--- src/rtl/serial_frame_receiver.sv ---
// UART 8N1 receiver that rebuilds 6-byte tracker frames into {decoded_data, timestamp_last_data}.
// One-cycle data_valid on a good frame; one-cycle frame_error on any dropped byte or frame.
module serial_frame_receiver #(
  parameter int unsigned CLKS_PER_BIT = 104
) (
  input  logic        clk_12MHz,
  input  logic        reset_n,
  input  logic        rx,
  output logic        data_valid,
  output logic [16:0] decoded_data,
  output logic [23:0] timestamp_last_data,
  output logic        frame_error
);

  localparam int unsigned CNT_W = 16;
  localparam int unsigned PAY_W = 42;
  localparam int unsigned DD_W  = 17;
  localparam int unsigned TS_W  = 24;
  localparam logic [CNT_W-1:0] FULL_LAST = CNT_W'(CLKS_PER_BIT - 1);
  localparam logic [CNT_W-1:0] HALF_LAST = CNT_W'(CLKS_PER_BIT / 2 - 1);

  typedef enum logic [1:0] {IDLE, START, DATA, STOP} state_t;

  logic             r_rx_meta, r_rx_sync;
  state_t           r_state, w_state;
  logic [CNT_W-1:0] r_cnt, w_cnt;
  logic [2:0]       r_bit_idx, w_bit_idx;
  logic [7:0]       r_shift, w_shift;
  logic             r_stop_bad, w_stop_bad;
  logic [2:0]       r_idx, w_idx;
  logic [PAY_W-1:0] r_pay, w_pay;
  logic [DD_W-1:0]  r_dd, w_dd;
  logic [TS_W-1:0]  r_ts, w_ts;
  logic             r_dv, w_dv;
  logic             r_fe, w_fe;
  logic             w_byte_ok;

  assign data_valid          = r_dv;
  assign frame_error         = r_fe;
  assign decoded_data        = r_dd;
  assign timestamp_last_data = r_ts;

  // rx is asynchronous; the second stage idles high so reset never looks like a start bit
  always_ff @(posedge clk_12MHz or negedge reset_n) begin
    if (!reset_n) begin
      r_rx_meta <= 1'b1;
      r_rx_sync <= 1'b1;
    end else begin
      r_rx_meta <= rx;
      r_rx_sync <= r_rx_meta;
    end
  end

  always_ff @(posedge clk_12MHz or negedge reset_n) begin
    if (!reset_n) begin
      r_state    <= IDLE;
      r_cnt      <= '0;
      r_bit_idx  <= '0;
      r_shift    <= '0;
      r_stop_bad <= 1'b0;
      r_idx      <= '0;
      r_pay      <= '0;
      r_dd       <= '0;
      r_ts       <= '0;
      r_dv       <= 1'b0;
      r_fe       <= 1'b0;
    end else begin
      r_state    <= w_state;
      r_cnt      <= w_cnt;
      r_bit_idx  <= w_bit_idx;
      r_shift    <= w_shift;
      r_stop_bad <= w_stop_bad;
      r_idx      <= w_idx;
      r_pay      <= w_pay;
      r_dd       <= w_dd;
      r_ts       <= w_ts;
      r_dv       <= w_dv;
      r_fe       <= w_fe;
    end
  end

  always_comb begin
    w_state    = r_state;
    w_cnt      = r_cnt;
    w_bit_idx  = r_bit_idx;
    w_shift    = r_shift;
    w_stop_bad = r_stop_bad;
    w_idx      = r_idx;
    w_pay      = r_pay;
    w_dd       = r_dd;
    w_ts       = r_ts;
    w_dv       = 1'b0;
    w_fe       = 1'b0;
    w_byte_ok  = 1'b0;

    // Bit-level deserialiser
    case (r_state)
      IDLE: begin
        if (!r_rx_sync) begin
          w_state   = START;
          w_cnt     = '0;
          w_bit_idx = '0;
        end
      end
      START: begin
        if (r_cnt == HALF_LAST) begin
          w_cnt   = '0;
          w_state = r_rx_sync ? IDLE : DATA;
        end else begin
          w_cnt = r_cnt + CNT_W'(1);
        end
      end
      DATA: begin
        if (r_cnt == FULL_LAST) begin
          w_cnt     = '0;
          w_shift   = {r_rx_sync, r_shift[7:1]};
          w_bit_idx = r_bit_idx + 3'd1;
          if (r_bit_idx == 3'd7) w_state = STOP;
        end else begin
          w_cnt = r_cnt + CNT_W'(1);
        end
      end
      STOP: begin
        // After a bad stop bit, hold off until the line returns high
        if (r_stop_bad) begin
          if (r_rx_sync) begin
            w_stop_bad = 1'b0;
            w_state    = IDLE;
          end
        end else if (r_cnt == FULL_LAST) begin
          w_cnt = '0;
          if (r_rx_sync) begin
            w_byte_ok = 1'b1;
            w_state   = IDLE;
          end else begin
            w_fe       = 1'b1;
            w_idx      = '0;
            w_stop_bad = 1'b1;
          end
        end else begin
          w_cnt = r_cnt + CNT_W'(1);
        end
      end
      default: w_state = IDLE;
    endcase

    // Frame assembler: bit7 marks byte 0, later bytes carry 7-bit slices MSB first
    if (w_byte_ok) begin
      if (r_shift[7]) begin
        w_pay[41:35] = r_shift[6:0];
        w_idx        = 3'd1;
      end else if (r_idx == 3'd0) begin
        w_fe = 1'b1;
      end else begin
        case (r_idx)
          3'd1:    w_pay[34:28] = r_shift[6:0];
          3'd2:    w_pay[27:21] = r_shift[6:0];
          3'd3:    w_pay[20:14] = r_shift[6:0];
          3'd4:    w_pay[13:7]  = r_shift[6:0];
          3'd5:    w_pay[6:0]   = r_shift[6:0];
          default: ;
        endcase
        if (r_idx == 3'd5) begin
          w_idx = '0;
          if (r_pay[41]) begin
            w_fe = 1'b1;
          end else begin
            w_dv = 1'b1;
            w_dd = r_pay[40:24];
            w_ts = {r_pay[23:7], r_shift[6:0]};
          end
        end else begin
          w_idx = r_idx + 3'd1;
        end
      end
    end
  end

endmodule

--- config.mk ---
export PLATFORM = sky130hd
export DESIGN_NAME = serial_frame_receiver
export DESIGN_NICKNAME = d
export VERILOG_FILES = /design/src/rtl/serial_frame_receiver.sv
export SDC_FILE = /design/constraint.sdc
export NUM_CORES = 1
export LEC_CHECK = 0
export BUFFER_PORTS_ARGS = -buffer_cell sky130_fd_sc_hd__buf_2
export CORE_AREA = 4 4 96 98
export DETAILED_ROUTE_END_ITERATION = 7
export DIE_AREA = 0 0 100 102
export GPL_TIMING_DRIVEN = 0
export HOLD_SLACK_MARGIN = 0.06
export PLACE_DENSITY_LB_ADDON = 0.25
export SLEW_MARGIN = 20
export SYNTH_ARGS = -nofsm -noshare
export SYNTH_HDL_FRONTEND = slang
export SYNTH_SLANG_ARGS = --single-unit
--- constraint.sdc ---
create_clock -name clk_12MHz -period 3 [get_ports clk_12MHz]
set_clock_uncertainty 0.05 [all_clocks]
set_input_delay 0.3 -clock clk_12MHz [delete_from_list [all_inputs] [get_ports clk_12MHz]]
set_output_delay 0.3 -clock clk_12MHz [all_outputs]
set_load 0.05 [all_outputs]
==> impl_metrics.yaml <==
outcome:
  status: "completed"
synth:
  synth_fp_nets: 371
  yosysWarnings: 0
  ys_types: 53
  async_reset_ff_share_pct: 100
  synthesis.area_um2: 4850
  synth_edf_count: 0
  synthCells: 364
  syn_avg_cell_area_um2: 13.3
  synth.ff_latch_count: 113
  ys.flop_type: "dfrtp_1"
  seq_area_frac_synth_pct: 58.3
sta:
  slew_viol_final: 0
  slew_headroom_pct: 49.7
  worst_slew_pin_slew_ps: 746
  finalSetupViolCount: 0
  finalCriticalPeriod_ps: 2650
  hold_violations: 0
  setup_tns_ps: 0
  rsz0062_at_grt: "no"
  finalCritPeriodShare_pct: 88.4
  fmax_ghz: 0.377
route:
  met1_length_mm: 4.25
  vias_per_cell: 5.72
  wl_per_cell_um: 17.0
  met2_length_mm: 4.51
  vias: 3148
  routed.top_layer: "met4"
  initialDrtViolationCount: 159
  routed_wl_mm: 9.33
  drc: 0
  routed-wl-met3_um: 379
  ant_nets: 0
  first_pass_iters: 4
clock_tree:
  postCtsSetupBuffers: 0
  numClockSinks: 113
  cts_tree: "yes"
  clkTransAtPathRegs_ps: 50
  numCtsBuffers: 17
  clock_path_buffers: 2
  clock_latency_ps: 490
  cts_root_buf: "clkbuf_8"
  htreeDepth: 4
placed_design:
  place.gp.congestion: 0.841
  placed_area_um2: 5250
  hpwlAfterDp_mm: 6.01
  port_buffers: 45
pwr:
  finalPower_mw: 3.52
  power_density_nw_per_um2: 601
  peakVddDrop_uv: 348
  p_leak_nw: 3.02
worst_setup_path:
  crit_chain: "nor4_2 > nand4_1 > nor4_4 > buf_6 > mux2_2"
  max_stage_delay_ps: 600
  worst_r2r_path_depth: 5
  worst_path_max_delay_cell: "nor4_4"
  path_class: "reg -> reg"
  reg2reg_from: "r_cnt[13]"
  worst_ep_required_time_ps: 3330
  rrSetupSlack_ps: 350
  timing.rr.end: "decoded_data[7]"
  startpoint: "r_cnt[13]"
  crit_fanout: 10
  critPathArrivalTime_ps: 2980
  start_kind: "flip-flop"
  endpoint_kind: "flip-flop"
  crit_end: "decoded_data[7]"
global_route:
  grt_overflow: 0
  antenna_found_initial: 0
  grt_pass1_vias: 3134
  grt_pass1_wl_mm: 15.9
  grtUsageTotal_pct: 20.1
  grt_max_degree: 59
cells_and_area:
  diodes: 0
  fin_nets: 438
  area_growth_pct: 20.6
  design_area_um2: 5850
  final_core_util_pct: 69.1
  drive_gt1_share_pct: 39.8
die:
  die_area_um2: 10200
  die_x_um: 100
  die_height_um: 102
  core_area_um2: 8470
  row_count: 34
  ioPinCount: 46
  initial_core_util_pct: 57.3
min_path:
  hold_class: "in -> async"
flow_run:
  maxCapViolCount: 0
-- synthesized netlist by cell type (5+ instances only) --
cell	instances	area (um2)
a21oi_1	14	70.1
a31oi_1	7	43.8
clkbuf_1	5	18.8
dfrtp_1	111	2780
mux2_1	6	67.6
mux2_2	78	878
nand2_1	18	67.6
nand3_1	10	50.1
nand4_1	5	31.3
nor2_1	18	67.6
nor3_1	5	25.0
o21ai_0	16	80.1
-- sequential cells by signal, indices dropped and copies added (netlist names), named ones only --
| name | flops |
|---|---|
| r_pay | 35 |
| timestamp_last_data | 24 |
| decoded_data | 17 |
| r_cnt | 16 |
| r_shift | 8 |
| r_bit_idx | 3 |
| r_idx | 3 |
| data_valid | 1 |
| frame_error | 1 |
| r_rx_meta | 1 |
| r_rx_sync | 1 |
| r_state | 1 |
| r_stop_bad | 1 |
-- logic make-up after synthesis --
| logic type | share of synthesized area [%] |
|---|---|
| simple gates | 11.5 |
| buf+inv | 2.01 |
| xor+xnor | 0.181 |
| mux | 20.3 |
| fa+ha+maj | 1.03 |
| compound gates | 6.60 |
| flops | 58.3 |
-- worst max-delay path, delay by kind of cell, from the launching register on --
kind | cells | cell delay, ps
buf+inv | 1 | 240
flops | 1 | 420
mux | 1 | 350
simple gates | 3 | 1470
-- cell type report --
cell class / instances / area, um2
inverters: 4 / 15.0
flip-flops and latches: 113 / 2830
fillers: 598 / 2610
multi-input cells: 234 / 1930
clock buffers: 20 / 445
clock inverters: 10 / 136
repair buffers: 48 / 279
well taps: 108 / 135
plain buffers: 13 / 82.6
-- layer usage --
metal	global-route usage, %	up-vias
met5	0	-
met2	30.9	61
met4	8.39	0
met1	27.1	1588
met3	5.94	21
li1	-	1478
-- per-stage QoR --
step / setup slack, ps / hold slack, ps / instances
2_1_floorplan: 668 / -45.6 / 364
3_3_place_gp: 246 / 296 / 517
3_5_place_dp: 212 / 244 / 518
4_1_cts: 173 / 287 / 550
5_1_grt: 198 / 297 / 550
6_report: 348 / 276 / 550
-- what timing repair did --
action | in CTS | in global routing
hold endpoints to repair | 54 | 0
setup endpoints to repair | 0 | 3
hold buffers | 2 | 0
resized for setup | 0 | 1
-- where the power goes --
group | internal (mW) | switching [mW] | total [mW]
clock | 1.29 | 0.652 | 1.95
sequential | 1.53 | 0.000266 | 1.53
combinational | 0.00868 | 0.0340 | 0.0427
-- worst min-delay path by stage --
stage | startpoint | endpoint | slack, ps | depth (start not counted)
detailed placement | reset_n | r_cnt[12] | 240 | 1
finish | reset_n | r_cnt[12] | 280 | 2
CTS | reset_n | r_cnt[12] | 290 | 2
global placement | r_rx_meta | r_rx_sync | 300 | 0
floorplan | reset_n | async pin | -50 | 0
global route | reset_n | r_cnt[12] | 300 | 2
-- cells in the final DEF (no fill, tap or decap), drive strengths merged, types with 4 or more instances in the layout --
cell	instances
ha	4
nor2	19
and2	4
nand4	7
nor3	7
a21oi	14
mux2	84
o21ai	17
nand3	11
inv	4
clkbuf	25
dfrtp	111
and3	4
mux2i	4
nand2	18
clkinv	4
a31oi	7
nand2b	4
buf	54
Power figures use the tool's default switching activity.
